### config.mk
export PLATFORM = sky130hd
export DESIGN_NAME = fetch_pc_ctrl
export DESIGN_NICKNAME = d
export VERILOG_FILES = /design/src/rtl/fetch_pc_ctrl.sv
export SDC_FILE = /design/constraint.sdc
export NUM_CORES = 1
export LEC_CHECK = 0
export ABC_AREA = 1
export BUFFER_PORTS_ARGS = -buffer_cell sky130_fd_sc_hd__buf_2
export CAP_MARGIN = 10
export CORE_UTILIZATION = 39
export CTS_CLUSTER_SIZE = 30
export DETAILED_ROUTE_END_ITERATION = 6
export PLACE_DENSITY = 0.73
export SYNTH_ARGS = -nofsm -noshare
export SYNTH_HDL_FRONTEND = slang
export SYNTH_SLANG_ARGS = --single-unit
### constraint.sdc
create_clock -name clk -period 2.4 [get_ports clk]
set_clock_uncertainty 0.15 [all_clocks]
set_input_delay 0.48 -clock clk [delete_from_list [all_inputs] [get_ports clk]]
set_output_delay 0.48 -clock clk [all_outputs]
set_load 0.01 [all_outputs]
### src/rtl/fetch_pc_ctrl.sv
// Fetch-stage sequencer: owns the PC, drives the shared PC adder, issues imem requests
// and hands fetched words to decode. Optional misaligned-redirect trap: FETCH_MISALIGN_CHECK_EN.
module fetch_pc_ctrl #(
    parameter logic [31:0] RESET_PC = 32'h0000_0000,
    parameter logic [31:0] PC_STEP  = 32'd4
) (
    input  logic        clk,
    input  logic        rst,
    input  logic        redirect_valid,
    input  logic [31:0] redirect_pc,
    output logic [31:0] add_a,
    output logic [31:0] add_b,
    input  logic [31:0] add_sum,
    output logic        imem_req,
    output logic [31:0] imem_addr,
    input  logic        imem_ack,
    input  logic [31:0] imem_rdata,
    output logic        inst_valid,
    output logic [31:0] inst,
    output logic [31:0] inst_pc,
    input  logic        inst_ready,
    output logic        misalign_err
);

    typedef enum logic [1:0] {
        S_IDLE,
        S_FETCH,
        S_HOLD
`ifdef FETCH_MISALIGN_CHECK_EN
        , S_ERR
`endif
    } state_e;

    state_e      state_q, state_d;
    logic [31:0] pc_q, pc_d;
    logic [31:0] inst_q, inst_d;
    logic [31:0] inst_pc_q, inst_pc_d;
    logic        inst_valid_q, inst_valid_d;
`ifdef FETCH_MISALIGN_CHECK_EN
    logic        misalign_q, misalign_d;
`endif

    // State register
    always_ff @(posedge clk) begin
        if (rst) begin
            state_q      <= S_IDLE;
            pc_q         <= RESET_PC;
            inst_q       <= '0;
            inst_pc_q    <= '0;
            inst_valid_q <= 1'b0;
`ifdef FETCH_MISALIGN_CHECK_EN
            misalign_q   <= 1'b0;
`endif
        end else begin
            state_q      <= state_d;
            pc_q         <= pc_d;
            inst_q       <= inst_d;
            inst_pc_q    <= inst_pc_d;
            inst_valid_q <= inst_valid_d;
`ifdef FETCH_MISALIGN_CHECK_EN
            misalign_q   <= misalign_d;
`endif
        end
    end

    // Next-state logic; a redirect overrides every state and discards a same-cycle ack
    always_comb begin
        state_d      = state_q;
        pc_d         = pc_q;
        inst_d       = inst_q;
        inst_pc_d    = inst_pc_q;
        inst_valid_d = inst_valid_q;
`ifdef FETCH_MISALIGN_CHECK_EN
        misalign_d   = misalign_q;
`endif
        if (redirect_valid) begin
            inst_valid_d = 1'b0;
`ifdef FETCH_MISALIGN_CHECK_EN
            if (redirect_pc[1:0] != 2'b00) begin
                misalign_d = 1'b1;
                state_d    = S_ERR;
            end else begin
                misalign_d = 1'b0;
                pc_d       = redirect_pc & ~32'd3;
                state_d    = S_FETCH;
            end
`else
            pc_d    = redirect_pc & ~32'd3;
            state_d = S_FETCH;
`endif
        end else begin
            case (state_q)
                S_IDLE: state_d = S_FETCH;
                S_FETCH: begin
                    if (imem_ack) begin
                        inst_d       = imem_rdata;
                        inst_pc_d    = pc_q;
                        pc_d         = add_sum;
                        inst_valid_d = 1'b1;
                        state_d      = S_HOLD;
                    end
                end
                S_HOLD: begin
                    if (inst_ready) begin
                        inst_valid_d = 1'b0;
                        state_d      = S_FETCH;
                    end
                end
                default: state_d = state_q;
            endcase
        end
    end

    // Outputs
    always_comb begin
        add_a      = pc_q;
        add_b      = PC_STEP;
        imem_addr  = pc_q;
        imem_req   = (state_q == S_FETCH);
        inst_valid = inst_valid_q;
        inst       = inst_q;
        inst_pc    = inst_pc_q;
`ifdef FETCH_MISALIGN_CHECK_EN
        misalign_err = misalign_q;
`else
        misalign_err = 1'b0;
`endif
    end

endmodule
== Yosys cells after proc, flatten, opt, wreduce, memory -nomap -nowiden ==
Index checks and enable logic that the tools add are counted.
Operators by class
  equal/unequal tests: 6
  mux-type cells: 10
  bitwise operators: 1
  reductions and logical operators: 13
Operator list (count)
  32-bit 2-to-1 mux: 3
  3-bit AND reduction: 4
  2-bit one-hot mux with 3 select lines: 1
  2-bit nonzero test: 3
  2-bit 2-to-1 mux: 2
  2-bit AND reduction: 2
  4-bit nonzero test: 1
  1-bit 2-to-1 mux: 3
  3-bit by 2-bit inequality test with 1-bit output (second input constant): 1
  3-bit inequality test (second input constant): 1
  3-bit nonzero test: 1
  2-bit by 1-bit == test with 1-bit output (second input constant): 1
  2-bit == test (second input constant): 1
  2-bit zero test: 1
  2-bit by 1-bit inequality test with 1-bit output (second input constant): 1
  2-bit inequality test (second input constant): 1
  1-bit one-hot mux with 2 select lines: 1
  2-bit OR reduction: 1
  1-bit NOT: 1
Word-level totals
  register bits after elaboration: 99

== Longest topological paths before layout ==
Gate-level depths: netlist (run 1).
  word-level depth: 3
  mapped depth: 8
  mapped depth without buffers: 6

== Least setup slack after synthesis (run 1) ==
No wires, ideal clock.
  path kind: input port to flip-flop
  start: in imem_ack
  end: reg inst_q[0] (netlist: inst[0])
  slack: 0.864 ns
  library setup time: 0.113 ns
  data arrival time: 1.274 ns
  cell stages on the path: 8
  cell sequence: buf_2 nand3_4 nor2_2 buf_4 buf_4 nand2_1 nand2_1 nor2_1
On the way
  word-level cells in the longest chain between the ends: 1
Ends and longest elaborated chain
  start, declared: RTL line 16  | input logic imem_ack,
  3-bit AND reduction (no line)
  end signal, assigned: RTL line 57  | inst_q <= inst_d;
  end, declared: RTL line 36  | logic [31:0] inst_q, inst_d;
No other way between the ends.
A chain may end at the register's enable or synchronous reset.

== Final worst setup path (run 1) ==
  start: reg state_q[0]
  end: out imem_req
On the way
  word-level cells in the longest chain between the ends: 1
Ends and longest elaborated chain
  start, declared: RTL line 34  | state_e state_q, state_d;
  start signal, assigned: RTL line 55  | state_q <= state_d;
  2-bit by 1-bit == test with 1-bit output: RTL line 119  | imem_req = (state_q == S_FETCH);
  end, declared: RTL line 14  | output logic imem_req,
No other way between the ends.

==> results.sh, run 1 <==
export IMPL_num_vias=4770
export IMPL_finalHoldViolations=0
export IMPL_async_flop_share_pct=0
export IMPL_multiInputGateArea_um2=1980
export IMPL_clockBufferDepth=2
export IMPL_synth_area_per_cell_um2=6.37
export IMPL_p_clk_share_pct=40.7
export IMPL_power_switching_mw=1.11
export IMPL_ys_seq_area_share_pct=39.4
export IMPL_fill_cells=1364
export IMPL_fin_crit_ns=1.85
export IMPL_layout_nets=1066
export IMPL_crit_family="flip-flops"
export IMPL_die_x_um=116
export IMPL_ant_nets=0
export IMPL_cts_resized=0
export IMPL_htree_levels=3
export IMPL_clkTransAtPathRegs_ns=0.07
export IMPL_cp_end_kind="primary output"
export IMPL_p_seq_share_pct=43.5
export IMPL_grt_max_degree=63
export IMPL_regArea_um2=1980
export IMPL_firstDrtPassIters=4
export IMPL_timing_max_cap_violations=0
export IMPL_routed_wl_um=12300
export IMPL_syn_to_final_growth_pct=24.7
export IMPL_antennaDiodeCount=0
export IMPL_gr_total_overflow=0
export IMPL_finish_utilization_pct=49.8
export IMPL_setup_viol=0
export IMPL_cp_num_buf_inv=2
export IMPL_ir_worst_vdd_mv=0.316
export IMPL_die_h_um=116
export IMPL_synth_ff_type="dfxtp_1"
export IMPL_synthTopCellsByArea="dfxtp_1 39%, nand2_1 16%, buf_4 12%"
export IMPL_coreArea_um2=12600
export IMPL_cts_tree="built"
export IMPL_synth_edff_count=0
export IMPL_drtIter0Drc=280
export IMPL_synth_top_area_share_pct=39.4
export IMPL_cts_sinks=99
export IMPL_grt_use_total_pct=17.9
export IMPL_drive_gt1_share_pct=27.0
export IMPL_cp_start_kind="flop"
export IMPL_rows=41
export IMPL_fmax_mhz=539
export IMPL_leakagePower_nw=3.82
export IMPL_post_cts_setup_buffers=0
export IMPL_drv_slew=0
export IMPL_pwr_share_comb_pct=15.8
export IMPL_cts_root_buf="clkbuf_16"
export IMPL_synth_seq_cells=99
export IMPL_synth_top_area_cell="dfxtp_1"
export IMPL_crit_fanout=4
export IMPL_initial_core_util_pct=39.9
export IMPL_crit_type="flop to primary output"
export IMPL_ios=264
export IMPL_instances_no_fill=1142
export IMPL_gp_congestion=0.786
export IMPL_grt_first_pass_wirelength_um=18600
export IMPL_io_buffers=228
export IMPL_rsz0062_at_grt="false"
export IMPL_grt_pass1_vias=3817
export IMPL_dp_cells=1126
export IMPL_hold_path_class="primary input to flop"
export IMPL_drcViolationCount=0
export IMPL_cts_hold_buf=0
export IMPL_finalCritPeriodShare_pct=77.3
export IMPL_crit_chain="inv_1, nor2_2, buf_2"
export IMPL_crit_slowest_cell="dfxtp_1"
export IMPL_cts_buffers=9
export IMPL_dp_hpwl_um=8870
export IMPL_clk_latency_ns=0.34
export IMPL_syn_cell_area_um2=5040
export IMPL_viasPerCell=4.18
export IMPL_required_ns=1.77
export IMPL_crit_arrival_ns=1.22
export IMPL_ys_types=18
export IMPL_setup_tns_ns=0
export IMPL_netlist_instances=791
export IMPL_dieArea_um2=13400
export IMPL_status="completed"
export IMPL_slowest_delay_ns=0.38
export IMPL_wl_per_cell_um=10.8
export IMPL_antenna_found_initial=0
export IMPL_intPower_mw=3.03
export IMPL_swShare_pct=26.8
export IMPL_yosysWarningCount=0
export IMPL_power_density_nw_per_um2=658
layout make-up:
type / instances / share of cell area (%)
clock buffer: 9 / 3.58
clock inverter: 7 / 1.93
inverter: 129 / 7.73
multi-input combinational: 485 / 31.5
sequential: 99 / 31.5
tap: 172 / 3.43
timing repair buffer: 241 / 20.3
worst register-to-register path, cell delays in order (launching register included):
cell and delay (ns):
dfxtp_1 0.35, inv_1 0.13, nand3_4 0.09, nor2_4 0.26
buf_4 0.31, nand2_1 0.11, nand2_1 0.07, nor2_1 0.04
cells in the final DEF (no fill, tap or decap), types with 9 or more instances in the layout:
cell type,instances
buf_2,228
nand2_1,220
nor2_1,129
inv_1,127
dfxtp_1,99
nand3_1,91
conb_1,33
buf_4,10
clkbuf_16,9
synthesized netlist by cell type, types with 2 or more instances:
master,number
nand2_1,220
nor2_1,130
inv_1,128
dfxtp_1,99
nand3_1,91
buf_4,78
clkbuf_1,16
buf_2,12
a21oi_1,3
buf_1,3
conb_1,2
nor3_1,2
o21ai_0,2
through the flow:
step | total power [mW] | cell area [µm²] | hold slack [ns] | setup WS [ns]
after floorplan | 2.31 | 5150 | 0.329 | 0.864
after global placement | 2.49 | 5940 | 0.297 | 0.603
after detailed placement | 2.50 | 5940 | 0.304 | 0.596
after CTS | 4.18 | 6280 | 0.190 | 0.504
after global routing | 4.35 | 6280 | 0.191 | 0.442
final | 4.14 | 6280 | 0.198 | 0.545
metal layers:
layer	share of wire, %	global-route usage, %	up-vias
met3	6.5	4.03	8
li1	-	-	2567
met1	44	21.7	2034
met5	0	0	-
met4	0.96	5.64	0
met2	48	31.4	161
power by group through the flow:
stage	logic, mW	registers, mW	clock network [mW]
after floorplan	0.437	1.87	0
after global placement	0.654	1.83	0
after detailed placement	0.659	1.84	0
after CTS	0.662	1.80	1.72
after global routing	0.743	1.81	1.80
final	0.654	1.80	1.68
final timing paths:
path                                 start    endpoint  slack [ns]  cells after the start
worst min register to register  inst_valid  inst_valid        0.31                      2
worst min-delay path            add_sum[0]    add_a[0]        0.20                      2
worst max register to register  state_q[1]  inst_pc[4]        0.80                      7
worst max-delay path            state_q[0]    imem_req        0.55                      3
state kept, by name, indices dropped and copies added, names as in the netlist:
| signal | count |
|---|---|
| add_a | 32 |
| inst | 32 |
| inst_pc | 32 |
| inst_valid | 1 |
| state_q | 2 |
logic make-up after synthesis:
family                 synth area share [%]
AND/OR/NAND/NOR                        35.8
buffers and inverters                  23.9
flip-flops                             39.4
AO/OA/AOI/OAI                         0.845
other                                 0.149
Note: power is estimated with default switching activity, not from simulation.
==> inputs of run 2 (changes only) <==
==> constraint.sdc (replaced) <==
create_clock -name clk -period 1.8 [get_ports clk]
set_clock_uncertainty 0.15 [all_clocks]
set_input_delay 0.36 -clock clk [delete_from_list [all_inputs] [get_ports clk]]
set_output_delay 0.36 -clock clk [all_outputs]
set_load 0.01 [all_outputs]
==> run 2 against run 1 <==
  * Sequential cell count did not move
  * Global-route usage barely moved
  * Sequential share of layout area barely moved
  * Power rose by 30%
  * Non-clock buffer count did not move
  * Cell area barely moved
  * Utilization barely moved
  * Critical path depth rose by 1
  * Combinational power rose by 35%
  * Count of clock-buffer cells in the layout did not move
  * First-iteration DRC count fell by 29%
  * Sequential power rose by 33%
==> results.sh, run 2 (synthesis gave the netlist of run 1 again) <==
export IMPL_grt_pass1_vias=3839
export IMPL_antenna_found_initial=0
export IMPL_grt_first_pass_wirelength_um=18500
export IMPL_power_switching_mw=1.46
export IMPL_io_buffers=228
export IMPL_mostFrequentLayoutCells="228 x buf_2, 220 x nand2_1, 129 x nor2_1"
export IMPL_crit_fanout=4
export IMPL_fmax_mhz=587
export IMPL_ir_worst_vdd_mv=0.413
export IMPL_reg2reg_from="state_q[1]"
export IMPL_fill_cells=1361
export IMPL_cp_end_kind="primary output"
export IMPL_syn_to_final_growth_pct=24.6
export IMPL_pwr_share_comb_pct=16.4
export IMPL_cp_start_kind="flop"
export IMPL_die_h_um=116
export IMPL_multiInputGateArea_um2=1980
export IMPL_clk_latency_ns=0.34
export IMPL_dp_hpwl_um=8580
export IMPL_hold_depth=2
export IMPL_p_seq_share_pct=44.7
export IMPL_die_x_um=116
export IMPL_timing_rr_end="inst[15]"
export IMPL_required_ns=1.29
export IMPL_ios=264
export IMPL_drive_gt1_share_pct=27.0
export IMPL_hp_start="add_sum[0]"
export IMPL_dieArea_um2=13400
export IMPL_firstDrtPassIters=4
export IMPL_num_vias=4807
export IMPL_p_clk_share_pct=38.9
export IMPL_grt_max_degree=92
export IMPL_drtIter0Drc=200
export IMPL_hold_path_class="primary input to flop"
export IMPL_instances_no_fill=1142
export IMPL_reg2reg_depth=7
export IMPL_cts_buffers=9
export IMPL_cts_sinks=99
export IMPL_timing_max_cap_violations=0
export IMPL_viasPerCell=4.21
export IMPL_clockBufferDepth=2
export IMPL_ant_nets=0
export IMPL_mostFrequentLayoutCell="buf_2"
export IMPL_routed_wl_um=12200
export IMPL_hold_path_end="add_a[0]"
export IMPL_wl_per_cell_um=10.7
export IMPL_finalCritPeriodShare_pct=94.7
export IMPL_finalHoldViolations=0
export IMPL_clkTransAtPathRegs_ns=0.07
export IMPL_coreArea_um2=12600
export IMPL_htree_levels=3
export IMPL_finish_utilization_pct=49.7
export IMPL_setup_tns_ns=0
export IMPL_whs_ns=0.0721
export IMPL_crit_type="flop to primary output"
export IMPL_status="completed"
export IMPL_rsz0062_at_grt="false"
export IMPL_power_density_nw_per_um2=855
export IMPL_grt_use_total_pct=17.9
export IMPL_antennaDiodeCount=0
export IMPL_drcViolationCount=0
export IMPL_drv_slew=0
export IMPL_setup_viol=0
export IMPL_intPower_mw=3.90
export IMPL_gp_congestion=0.771
export IMPL_rows=41
export IMPL_swShare_pct=27.2
export IMPL_cts_tree="built"
export IMPL_fin_crit_ns=1.70
export IMPL_layout_nets=1066
export IMPL_gr_total_overflow=0
export IMPL_cts_root_buf="clkbuf_16"
export IMPL_initial_core_util_pct=39.9
export IMPL_leakagePower_nw=3.81
export IMPL_crit_arrival_ns=1.19
export IMPL_dp_cells=1125
export IMPL_regArea_um2=1980
export IMPL_reg2reg_slack_ns=0.27
-- run 2: cell types whose count changed in the layout (fill, tap and decap cells not counted) --
| cell | change |
|---|---|
| clkinv_4 | +1 |
| clkinvlp_4 | +1 |
| buf_4 | -2 |
| buf_6 | +1 |
| buf_12 | +1 |
| inv_6 | -1 |
| bufinv_16 | -1 |
-- run 2: metal layers --
| metal | up-vias | track usage (%) | wire (µm) |
|---|---|---|---|
| met1 | 2068 | 22.4 | 5570 |
| met3 | 15 | 3.09 | 653 |
| met2 | 155 | 30.2 | 5740 |
| met5 | - | 0 | 0 |
| li1 | 2569 | - | - |
| met4 | 0 | 7.95 | 217 |
-- run 2: layout make-up --
class                   count  area share, %
clock buffers               9           3.59
clock inverters             7           1.57
inverters                 129           7.74
multi-input cells         485           31.5
flip-flops and latches     99           31.6
well taps                 172           3.43
repair buffers            241           20.6
-- run 2: power by group through the flow --
stage	clock (mW)	combinational (mW)	sequential (mW)
final	2.09	0.880	2.40
after global routing	2.24	1.01	2.41
after CTS	2.16	0.893	2.40
after detailed placement	0	0.884	2.45
after global placement	0	0.875	2.44
after floorplan	0	0.582	2.49
-- run 2: worst max path at each step --
stage,to,cells after the start,startpoint
after floorplan,inst[0],8,imem_ack
after global placement,inst[12],7,imem_ack
after detailed placement,inst[3],7,imem_ack
after CTS,imem_req,4,state_q[0]
after global routing,imem_req,4,state_q[0]
final,imem_req,4,state_q[0]
-- run 2: repair_timing --
| item | in CTS | in global routing |
|---|---|---|
| buffers inserted | 1 | 0 |
| hold endpoints to repair | 0 | 0 |
| hold buffers | 0 | 0 |
| setup endpoints to repair | 1 | 0 |
| resized for setup | 1 | 0 |
-- run 2: critical path: stages, from the launching register on --
cell	delay, ns
dfxtp_1	0.37
inv_1	0.10
nor2_2	0.14
buf_6	0.13
buf_2	0.12
-- run 2: metrics by stage --
step                      worst slack, ns  area (µm²)  power, mW
after floorplan                     0.384        5150       3.08
after global placement              0.232        5940       3.32
after detailed placement            0.224        5940       3.33
after CTS                          0.0594        6280       5.45
after global routing               0.0190        6280       5.66
final                              0.0951        6280       5.36
==> inputs of run 3 (changes only) <==
==> constraint.sdc (replaced) <==
create_clock -name clk -period 1.8 [get_ports clk]
set_clock_uncertainty 0.15 [all_clocks]
set_input_delay 0.09 -clock clk [delete_from_list [all_inputs] [get_ports clk]]
set_output_delay 0.09 -clock clk [all_outputs]
set_load 0.01 [all_outputs]
==> run 3 against run 2 <==
  * Register-to-register slack lost 0.12 ns
  * Setup slack gained 0.056 ns
  * Cell area grew 11%
  * Hold slack worse by 0.067 ns
  * Cell count increased by 6.0%
  * Combinational power increased by 14%
  * Sequential cell count stayed put
  * Non-clock buffer count is 69 higher
  * Sequential share of layout area fell by 3.0 points
  * Largest cell class unchanged
==> results.sh, run 3 (synthesis gave the netlist of run 1 again) <==
export IMPL_status="completed"
export IMPL_reg2reg_depth=7
export IMPL_die_h_um=116
export IMPL_gp_congestion=0.772
export IMPL_ios=264
export IMPL_viasPerCell=4.22
export IMPL_cp_common_cell="nand2_1"
export IMPL_setup_viol=0
export IMPL_cts_buffers=9
export IMPL_crit_arrival_ns=1.74
export IMPL_cts_sinks=99
export IMPL_clockBufferDepth=2
export IMPL_crit_fanout=89
export IMPL_antenna_found_initial=0
export IMPL_drv_slew=0
export IMPL_timing_rr_end="inst[24]"
export IMPL_antennaDiodeCount=0
export IMPL_firstDrtPassIters=5
export IMPL_power_switching_mw=1.52
export IMPL_crit_type="flop to flop"
export IMPL_gr_total_overflow=0
export IMPL_finalCritPeriodShare_pct=91.6
export IMPL_cp_end_kind="flop"
export IMPL_cts_tree="built"
export IMPL_layout_nets=1135
export IMPL_clkTransAtPathRegs_ns=0.07
export IMPL_p_clk_share_pct=36.9
export IMPL_clk_latency_ns=0.34
export IMPL_startpoint="state_q[1]"
export IMPL_rows=41
export IMPL_grt_first_pass_wirelength_um=20800
export IMPL_post_cts_setup_buffers=0
export IMPL_num_vias=5111
export IMPL_dp_hpwl_um=8620
export IMPL_ir_worst_vdd_mv=0.414
export IMPL_fin_crit_ns=1.65
export IMPL_hold_path_end="add_a[16]"
export IMPL_hold_depth=7
export IMPL_wl_per_cell_um=11.2
export IMPL_mostFrequentLayoutCell="buf_2"
export IMPL_rsz0062_at_grt="true"
export IMPL_swShare_pct=28.2
export IMPL_io_buffers=228
export IMPL_crit_slowest_cell="dfxtp_1"
export IMPL_cts_root_buf="clkbuf_16"
export IMPL_finalPower_mw=5.39
export IMPL_intPower_mw=3.87
export IMPL_ant_nets=0
export IMPL_cts_resized=0
export IMPL_p_seq_share_pct=44.5
export IMPL_routed_wl_um=13500
export IMPL_syn_to_final_growth_pct=37.8
export IMPL_whs_ns=0.00524
export IMPL_drive_gt1_share_pct=25.0
export IMPL_hp_start="add_sum[16]"
export IMPL_crit_family="simple AND/OR/NAND/NOR gates"
export IMPL_cp_start_kind="flop"
export IMPL_cp_num_buf_inv=2
export IMPL_die_x_um=116
export IMPL_grt_pass1_vias=4368
export IMPL_reg2reg_slack_ns=0.15
export IMPL_drtIter0Drc=237
export IMPL_slowest_delay_ns=0.35
export IMPL_dieArea_um2=13400
export IMPL_drcViolationCount=0
export IMPL_required_ns=1.89
export IMPL_htree_levels=3
export IMPL_pwr_share_comb_pct=18.6
export IMPL_reg2reg_from="state_q[1]"
export IMPL_power_density_nw_per_um2=777
export IMPL_initial_core_util_pct=39.9
export IMPL_hold_path_class="primary input to flop"
export IMPL_grt_use_total_pct=19.9
export IMPL_coreArea_um2=12600
export IMPL_fmax_mhz=606
export IMPL_finalHoldViolations=0
export IMPL_grt_max_degree=90
export IMPL_timing_max_cap_violations=0
export IMPL_mostFrequentLayoutCells="228 x buf_2, 220 x nand2_1, 129 x nor2_1"
export IMPL_leakagePower_nw=4.09
export IMPL_crit_chain="inv_1, nand3_4, nor2_4, buf_12, nand2_1, nand2_1, nor2_1"
-- run 3: cell count changes in the layout (fill, tap and decap cells not counted) --
cell           delta
clkinv_2          -1
bufinv_16         -1
buf_6             -1
dlygate4sd3_1    +71
clkinv_4          +1
inv_8             +1
buf_12            -1
-- run 3: worst register-to-register path: stages (launching register included) --
cell and delay, ns:
dfxtp_1 0.35, inv_1 0.12, nand3_4 0.15, nor2_4 0.16
buf_12 0.31, nand2_1 0.18, nand2_1 0.08, nor2_1 0.04
-- run 3: how the worst max path moves through the flow --
| stage | end | slack [ns] | cells past startpoint |
|---|---|---|---|
| floorplan | inst[0] | 0.47 | 8 |
| global placement | inst[12] | 0.23 | 7 |
| detailed placement | inst[7] | 0.19 | 7 |
| CTS | inst[7] | 0.17 | 7 |
| global route | inst[28] | -0.007 | 7 |
| finish | inst[24] | 0.15 | 7 |
-- run 3: routing by layer --
| layer | vias up | routed length (µm) | global-route usage, % |
|---|---|---|---|
| met3 | 19 | 800 | 4.08 |
| met5 | - | 0 | 0 |
| met1 | 2208 | 5840 | 23.6 |
| li1 | 2710 | - | - |
| met4 | 0 | 243 | 6.92 |
| met2 | 174 | 6660 | 35.4 |
-- run 3: metrics by stage --
| stage | worst slack, ns | std cells | util (%) | cell area (µm²) | TNS [ns] |
|---|---|---|---|---|---|
| 2_1_floorplan | 0.467 | 822 | - | 5150 | 0 |
| 3_3_place_gp | 0.226 | 1124 | 46.9 | 5920 | 0 |
| 3_5_place_dp | 0.191 | 1124 | 46.9 | 5920 | 0 |
| 4_1_cts | 0.175 | 1211 | 55.0 | 6940 | 0 |
| 5_1_grt | -0.00747 | 1211 | 55.0 | 6940 | -0.00747 |
| 6_report | 0.151 | 1211 | 55.0 | 6940 | 0 |
-- run 3: power groups by stage --
stage	Combinational [mW]	Sequential, mW	Clock (mW)
detailed placement	0.876	2.45	0
finish	1.00	2.40	1.99
floorplan	0.582	2.49	0
global route	1.13	2.42	2.15
global placement	0.867	2.45	0
CTS	0.999	2.40	2.05
-- run 3: area by class of cell --
cell class	instances	area (µm²)
clock buffer	9	225
multi-input combinational	485	1980
timing repair buffer	310	1970
clock inverter	7	83.8
tap	172	215
sequential	99	1980
fill	1259	5680
inverter	129	485
-- run 3: timing repair --
action,CTS,global route
endpoints found under the setup margin,0,1
endpoints found under the hold margin,67,0
hold buffers,71,0
